==> src/rtl/pipe_hazard_ctrl.sv <==
// Pipeline hazard control, run/halt state machine and saturating performance counters for a 5-stage Y86-64 core.
// Latency: stall/bubble outputs are same-cycle combinational from the inputs in RUN; state, final_stat and counters update on the next clk edge.
// Backpressure: none; fetch and the pipeline registers obey F_stall/D_stall/W_stall and the bubbles every cycle.
module pipe_hazard_ctrl #(
  parameter int CNT_W = 32
) (
  input  logic             clk,
  input  logic             reset,
  input  logic             start,
  input  logic [3:0]       D_icode,
  input  logic [3:0]       d_srcA,
  input  logic [3:0]       d_srcB,
  input  logic [3:0]       E_icode,
  input  logic [3:0]       E_dstM,
  input  logic             e_Cnd,
  input  logic [3:0]       M_icode,
  input  logic [1:0]       m_stat,
  input  logic [1:0]       W_stat,
  input  logic             W_valid,
  output logic             F_stall,
  output logic             D_stall,
  output logic             D_bubble,
  output logic             E_bubble,
  output logic             M_bubble,
  output logic             W_stall,
  output logic             set_cc_en,
  output logic             running,
  output logic             halted,
  output logic [1:0]       final_stat,
  output logic [CNT_W-1:0] cyc_cnt,
  output logic [CNT_W-1:0] ret_cnt,
  output logic [CNT_W-1:0] stall_cnt,
  output logic [CNT_W-1:0] flush_cnt
);

  localparam logic [3:0] I_JXX    = 4'h7;
  localparam logic [3:0] I_RET    = 4'h9;
  localparam logic [3:0] I_MRMOVQ = 4'h5;
  localparam logic [3:0] I_POPQ   = 4'hB;
  localparam logic [3:0] R_NONE   = 4'hF;
  localparam logic [1:0] S_AOK    = 2'b00;

  typedef enum logic [1:0] {
    IDLE   = 2'd0,
    RUN    = 2'd1,
    HALTED = 2'd2
  } state_t;

  state_t           state_q;
  logic [1:0]       final_stat_q;
  logic [CNT_W-1:0] cyc_cnt_q, ret_cnt_q, stall_cnt_q, flush_cnt_q;

  logic load_use, ret_any, mispred, exc_m, exc_w;

  // Increment unless already pinned at all-ones.
  function automatic logic [CNT_W-1:0] sat_inc(input logic [CNT_W-1:0] v, input logic en);
    logic [CNT_W-1:0] one;
    one = '0;
    one[0] = 1'b1;
    return (en && (v != '1)) ? (v + one) : v;
  endfunction

  // Raw hazard conditions decoded from the pipeline registers.
  always_comb begin
    load_use = ((E_icode == I_MRMOVQ) || (E_icode == I_POPQ)) && (E_dstM != R_NONE) &&
               ((E_dstM == d_srcA) || (E_dstM == d_srcB));
    ret_any  = (D_icode == I_RET) || (E_icode == I_RET) || (M_icode == I_RET);
    mispred  = (E_icode == I_JXX) && !e_Cnd;
    exc_m    = (m_stat != S_AOK);
    exc_w    = (W_stat != S_AOK);
  end

  // Per-stage control: hazard-driven in RUN, machine frozen in IDLE/HALTED.
  // A load-use hazard coinciding with a ret holds D rather than bubbling it so the load's consumer is not lost.
  always_comb begin
    F_stall   = 1'b1;
    D_stall   = 1'b1;
    D_bubble  = 1'b0;
    E_bubble  = 1'b0;
    M_bubble  = 1'b0;
    W_stall   = 1'b1;
    set_cc_en = 1'b0;
    case (state_q)
      RUN: begin
        F_stall   = load_use || ret_any;
        D_stall   = load_use;
        D_bubble  = mispred || (!load_use && ret_any);
        E_bubble  = mispred || load_use;
        M_bubble  = exc_m || exc_w;
        W_stall   = exc_w;
        set_cc_en = !(exc_m || exc_w);
      end
      HALTED: M_bubble = 1'b1;
      default: ;
    endcase
  end

  // Run/halt sequencing, exit status capture and performance counting.
  always_ff @(posedge clk) begin
    if (reset) begin
      state_q      <= IDLE;
      final_stat_q <= S_AOK;
      cyc_cnt_q    <= '0;
      ret_cnt_q    <= '0;
      stall_cnt_q  <= '0;
      flush_cnt_q  <= '0;
    end else begin
      case (state_q)
        IDLE: if (start) state_q <= RUN;
        RUN: begin
          cyc_cnt_q   <= sat_inc(cyc_cnt_q, 1'b1);
          ret_cnt_q   <= sat_inc(ret_cnt_q, W_valid && (W_stat == S_AOK));
          stall_cnt_q <= sat_inc(stall_cnt_q, F_stall);
          flush_cnt_q <= sat_inc(flush_cnt_q, mispred);
          if (exc_w && W_valid) begin
            state_q      <= HALTED;
            final_stat_q <= W_stat;
          end
        end
        HALTED: state_q <= HALTED;
        default: state_q <= IDLE;
      endcase
    end
  end

  assign running    = (state_q == RUN);
  assign halted     = (state_q == HALTED);
  assign final_stat = final_stat_q;
  assign cyc_cnt    = cyc_cnt_q;
  assign ret_cnt    = ret_cnt_q;
  assign stall_cnt  = stall_cnt_q;
  assign flush_cnt  = flush_cnt_q;

endmodule

==> config.mk <==
export PLATFORM = sky130hd
export DESIGN_NAME = pipe_hazard_ctrl
export DESIGN_NICKNAME = d
export VERILOG_FILES = /design/src/rtl/pipe_hazard_ctrl.sv
export SDC_FILE = /design/constraint.sdc
export NUM_CORES = 1
export LEC_CHECK = 0
export CORE_MARGIN = 2
export CORE_UTILIZATION = 35
export DETAILED_ROUTE_END_ITERATION = 10
export SETUP_SLACK_MARGIN = 0.02
export SLEW_MARGIN = 20
export SYNTH_ARGS = -nofsm -noshare
export SYNTH_HDL_FRONTEND = slang
export SYNTH_SLANG_ARGS = --single-unit
==> constraint.sdc <==
create_clock -name clk -period 2.25 [get_ports clk]
set_input_delay 0.3375 -clock clk [delete_from_list [all_inputs] [get_ports clk]]
set_output_delay 0.3375 -clock clk [all_outputs]
set_load 0.005 [all_outputs]
# Yosys cells after proc, flatten, opt, wreduce, memory -nomap -nowiden
# Cells that the tools add are included.
# word_totals
register_bits	132
elab_cells	67
out_inout_bits	139
in_bits	33
# classes
add_sub_neg	4
n_reduce_logical	30
mux	10
eq_ne	17
# op_table
operator	count
adder 32 x 1 -> 32 bit (second input constant)	4
inequality test 32 bit (second input constant)	4
equality test 4 bit (second input constant)	4
AND reduction 2 bit	6
logical AND 1 bit	9
equality test 4 x 3 -> 1 bit (second input constant)	2
equality test 4 bit	2
logical OR 1 bit	8
two-way mux 1 bit	6
case mux 2 bit (3 select lines)	1
zero test 2 bit	2
two-way mux 2 bit	2
inequality test 4 bit (second input constant)	1
nonzero test 2 bit	2
zero test 1 bit	3
equality test 2 x 1 -> 1 bit (second input constant)	1
equality test 2 bit (second input constant)	1
inequality test 2 x 1 -> 1 bit (second input constant)	1
inequality test 2 bit (second input constant)	1
case mux 1 bit (2 select lines)	1

# Longest topological paths before layout
# logic_depth
depth_word	8
ltp_mapped	10
ltp_nobuf	8

# Least setup slack after synthesis
# No wires, ideal clock.
# synth_timing
path_kind	reg-to-reg
from	register state_q[1]
to	register flush_cnt_q[30] (netlist: flush_cnt[30])
period_less_slack_ns	2.102
arrival_time_ns	2.032
path_stages_with_launch	9
path_slack_ns	0.148
cell_sequence	dfxtp_1 -> inv_1 -> ha_1 -> buf_2 -> nand4b_1 -> nor4_1 -> nand3_1 -> or3_1 -> a21oi_1
# synth_via
elab_chain_len	2
# synth_rtl
item	line_no	rtl
from (decl)	49	state_t state_q;
from (signal assigned)	101	state_q <= IDLE;
from (signal assigned)	109	IDLE: if (start) state_q <= RUN;
from (signal assigned)	116	state_q <= HALTED;
equality test 2 x 1 -> 1 bit	n/a	
via running	27	output logic running,
AND reduction 2 bit (no source line)	n/a	
to (signal assigned)	114	flush_cnt_q <= sat_inc(flush_cnt_q, mispred);
to (decl)	51	logic [CNT_W-1:0] cyc_cnt_q, ret_cnt_q, stall_cnt_q, flush_cnt_q;
# The timed path passes the listed nets, and every way through them passes these cells.
# A chain may end at the register's enable or synchronous reset.

# Worst setup path after layout
# layout_timing
from	input port E_icode[0]
to	output port F_stall
# layout_via
elab_chain_len	6
# layout_rtl
item	line_no	rtl
from (decl)	13	input logic [3:0] E_icode,
equality test 4 x 3 -> 1 bit or equality test 4 bit (tied branches)	65	load_use = ((E_icode == I_MRMOVQ) || (E_icode == I_POPQ)) && (E_dstM != R_NONE) &&
logical OR 1 bit	65	
logical AND 1 bit (2 in series)	65	
logical OR 1 bit (*)	85	F_stall = load_use || ret_any;
two-way mux 1 bit (*)	83	case (state_q)
to (decl)	20	output logic F_stall,
# Mark *: on every way between the ends. The rest lies on a longest branch, timed or not.

==> impl_metrics.ini <==
[outcome]
status = finished clean

[power_and_ir_drop]
combPwrFrac_pct = 7.6
powerDensity_nw_per_um2 = 552
p_clk_share_pct = 48.8
peakVddDrop_uv = 499
internal_power_mw = 4.18
total_switching_power_mw = 1.26
p_leak_nw = 3.58
swShare_pct = 23.2
power_frac_seq_pct = 43.6

[synth]
synth_edf_count = 0
muxShareOfSynthArea_pct = 0.954
synth_adder_area_share_pct = 1.34
syn_area_sq_um = 6560
synth_seq_cells = 132
synthesis.nets = 835
synth-xor-area-share_pct = 11.1
syn_inst = 795
yosysUniqueCellTypes = 52
async_flop_share_pct = 0
synth-main-ff-cell = dfxtp_1
synth_compound_area_share_pct = 10.1
ys_warn_count = 0
synth_top_family_by_area = simple AND/OR/NAND/NOR gates
syn_avg_cell_area_sq_um = 8.25
synth_simple_gate_area_share_pct = 33.4
ys_seq_area_share_pct = 40.3

[clock_network]
cts-root-buf = clkbuf_16
cts_buffers = 17
clk_latency_ns = 0.41
cts_buffer_depth = 2
clk_pin_slew_ns = 0.05
numClockSinks = 132
htree_levels = 4
cts_tree = yes

[timing]
period_share_pct = 96.9
slew_violations = 0
fin_skew_ns = 0.0111
max_freq_mhz = 459
worst_slack_ns = 0.0696
max-slew-margin-rel_pct = 51.7
finalHoldViolations = 0
setup_viol = 0
rsz0062_at_grt = true
fin_crit_ns = 2.18
tightest_slew_ns = 0.725

[placed_design]
pre_cts_ws_ns = -0.492
place_inst = 1250
port-buffer-count = 171
gp_congestion = 0.804
dpl_cell_area_sq_um = 9070
hpwlAfterDp_mm = 13.8

[worst_setup_path]
crit_required_ns = 1.91
cp-end-kind = primary output
path_cells = clkdlybuf4s50_1 > nor4bb_4 > buf_4 > or3_4 > or2_4 > buf_6
worst_setup_path_start_kind = input port
crit_type = in -> out
cp_max_fo = 3
crit_arrival_ns = 1.84
cp_slowest_cell = clkdlybuf4s50_1
slowest_delay_ns = 0.43

[global_routing]
grt.total_usage_pct = 19.0
grt_max_degree = 67
grt_first_pass_wirelength_mm = 30.9
antenna_found_initial = 0
grt_pass1_vias = 6234
use_met1_pct = 24.7
grt-ovfl-total = 0
busiest_layer = met2
grtUsageMet2_pct = 31.0
met3_usage_pct = 4.35

[cells_and_area]
drive_above_1_share_pct = 15.5
final_area_sq_um = 9860
insertedDiodeCount = 0
nets = 1083
fin_cells = 1288
synthToLayoutAreaGrowth_pct = 50.4

[routing]
vias_per_cell = 5.21
drt-wirelength-per-cell_microns = 14.8
drtIter0Drc = 313
dr_total_vias = 6706
drc = 0
drt-pass1-iter-count = 4
ant_nets = 0
drt-total-wl_mm = 19.0

[floorplanning]
io_pins = 172
rows = 50
start_util_pct = 35.4
die_area_sq_um = 19800
fp.coreArea_sq_um = 18500
die_h_microns = 141
dieWidth_microns = 141

[min_path]
hold_path.class = reg -> reg

[job]
maxCapViolCount = 0
-- flip-flops by register name, summed over array words and instances, names as in the netlist --
register    flops
stall_cnt      32
final_stat      2
cyc_cnt        32
state_q         2
ret_cnt        32
flush_cnt      32
-- kinds of logic after synthesis --
family	Yosys count
buffers and inverters	45
flip-flops	132
adder cells (fa/ha/maj)	7
multiplexers	6
AND/OR/NAND/NOR	407
AO/OA/AOI/OAI	115
XOR/XNOR	83
-- path summary, 6_finish.rpt --
| path | startpoint | endpoint | slack [ns] | depth (start not counted) |
|---|---|---|---|---|
| max | E_icode[0] | F_stall | 0.07 | 6 |
| max reg2reg | flush_cnt[1] | flush_cnt[0] | 0.17 | 8 |
| min reg2reg | final_stat[0] | final_stat[0] | 0.45 | 2 |
| min | final_stat[0] | final_stat[0] | 0.45 | 2 |
-- through the flow --
stage	hold slack [ns]	setup TNS [ns]	power (mW)	util [%]
floorplan	0.453	0	2.58	-
global placement	0.444	-11.34	2.79	49.0
detailed placement	0.448	-12.57	2.79	49.0
CTS	0.456	-0.119	5.51	52.7
global route	0.476	0	5.67	53.3
finish	0.453	0	5.45	53.3
-- final cells by class --
class                   count  area [sq um]
clock buffers              17           425
clock inverters            13           139
fillers                  1745          8660
inverters                  11          41.3
multi-input cells         618          3860
flip-flops and latches    132          2650
well taps                 234           293
repair buffers            263          2460
-- power groups by stage --
| stage | combinational (mW) | clock, mW | sequential [mW] |
|---|---|---|---|
| after floorplan | 0.160 | 0 | 2.42 |
| after global placement | 0.369 | 0 | 2.42 |
| after detailed placement | 0.369 | 0 | 2.42 |
| after CTS | 0.398 | 2.74 | 2.37 |
| after global routing | 0.455 | 2.84 | 2.38 |
| final | 0.414 | 2.66 | 2.37 |
-- timing repair --
| item | CTS | global route |
|---|---|---|
| pin swaps | 10 | 11 |
| cloned | 0 | 0 |
| setup buffers | 6 | 3 |
| setup endpoints to repair | 14 | 70 |
| gates resized for setup | 42 | 34 |
| endpoints found under the hold margin | 0 | 0 |
| hold buffers | 0 | 0 |
-- layout by cell type (no fill, tap or decap), drive strengths merged, types with 3 or more instances in the layout --
cell type / n
nor2: 97
dlygate4sd2: 5
clkinv: 3
nand3: 61
or2: 4
buf: 97
xor2: 67
and4: 15
or4: 5
nor4bb: 3
a31oi: 6
xnor2: 16
o21ai: 44
nor4: 16
a21oi: 47
nor3: 14
nor3b: 3
ha: 7
mux2i: 4
o31ai: 3
nand2: 52
inv: 11
and3: 27
clkdlybuf4s50: 149
or3: 38
clkinvlp: 8
clkbuf: 19
nor2b: 4
dfxtp: 132
dlymetal6s2s: 8
and2: 8
nand4: 52
-- per-layer routing --
metal  part of all wire (%)  vias to the layer above
li1                       -                     3379
met5                      0                        -
met4                   0.78                        0
met1                     47                     3170
met3                    4.5                        8
met2                     47                      149
-- Yosys cell counts (2+ instances only) --
| cell | number | share of area [%] |
|---|---|---|
| nand2_1 | 52 | 3.0 |
| and3_1 | 27 | 2.6 |
| xor2_1 | 67 | 8.9 |
| nor4_2 | 2 | 0.38 |
| clkbuf_1 | 25 | 1.4 |
| and4_1 | 15 | 2.0 |
| nor4_1 | 13 | 1.2 |
| o21ba_2 | 2 | 0.31 |
| ha_1 | 7 | 1.3 |
| nor2_1 | 97 | 5.6 |
| nor4bb_1 | 3 | 0.46 |
| a31oi_1 | 5 | 0.48 |
| a21oi_1 | 47 | 3.6 |
| or2_2 | 4 | 0.38 |
| o2111ai_1 | 2 | 0.27 |
| mux2i_1 | 4 | 0.61 |
| xnor2_1 | 16 | 2.1 |
| a211oi_1 | 2 | 0.23 |
| nor3_1 | 14 | 1.1 |
| nand4b_1 | 2 | 0.27 |
| or4_1 | 5 | 0.57 |
| o31ai_1 | 3 | 0.34 |
| nand3_1 | 61 | 4.7 |
| mux2_2 | 2 | 0.34 |
| or3_1 | 38 | 3.6 |
| dfxtp_1 | 132 | 40 |
| nand4_1 | 52 | 5.0 |
| and2_1 | 8 | 0.76 |
| nor3b_1 | 3 | 0.34 |
| inv_1 | 11 | 0.63 |
| buf_4 | 2 | 0.23 |
| nand2b_1 | 2 | 0.19 |
| o21ai_0 | 42 | 3.2 |
| o21ai_1 | 2 | 0.15 |
| nor2b_1 | 4 | 0.38 |
| buf_2 | 5 | 0.38 |
| o21a_1 | 2 | 0.23 |
-- worst max-delay path, delay by kind of cell --
| kind | cells | cell delay (ns) |
|---|---|---|
| buffers and inverters | 3 | 0.68 |
| and+or+nand+nor | 3 | 0.82 |
No activity file was read; power rests on OpenSTA's default activity.
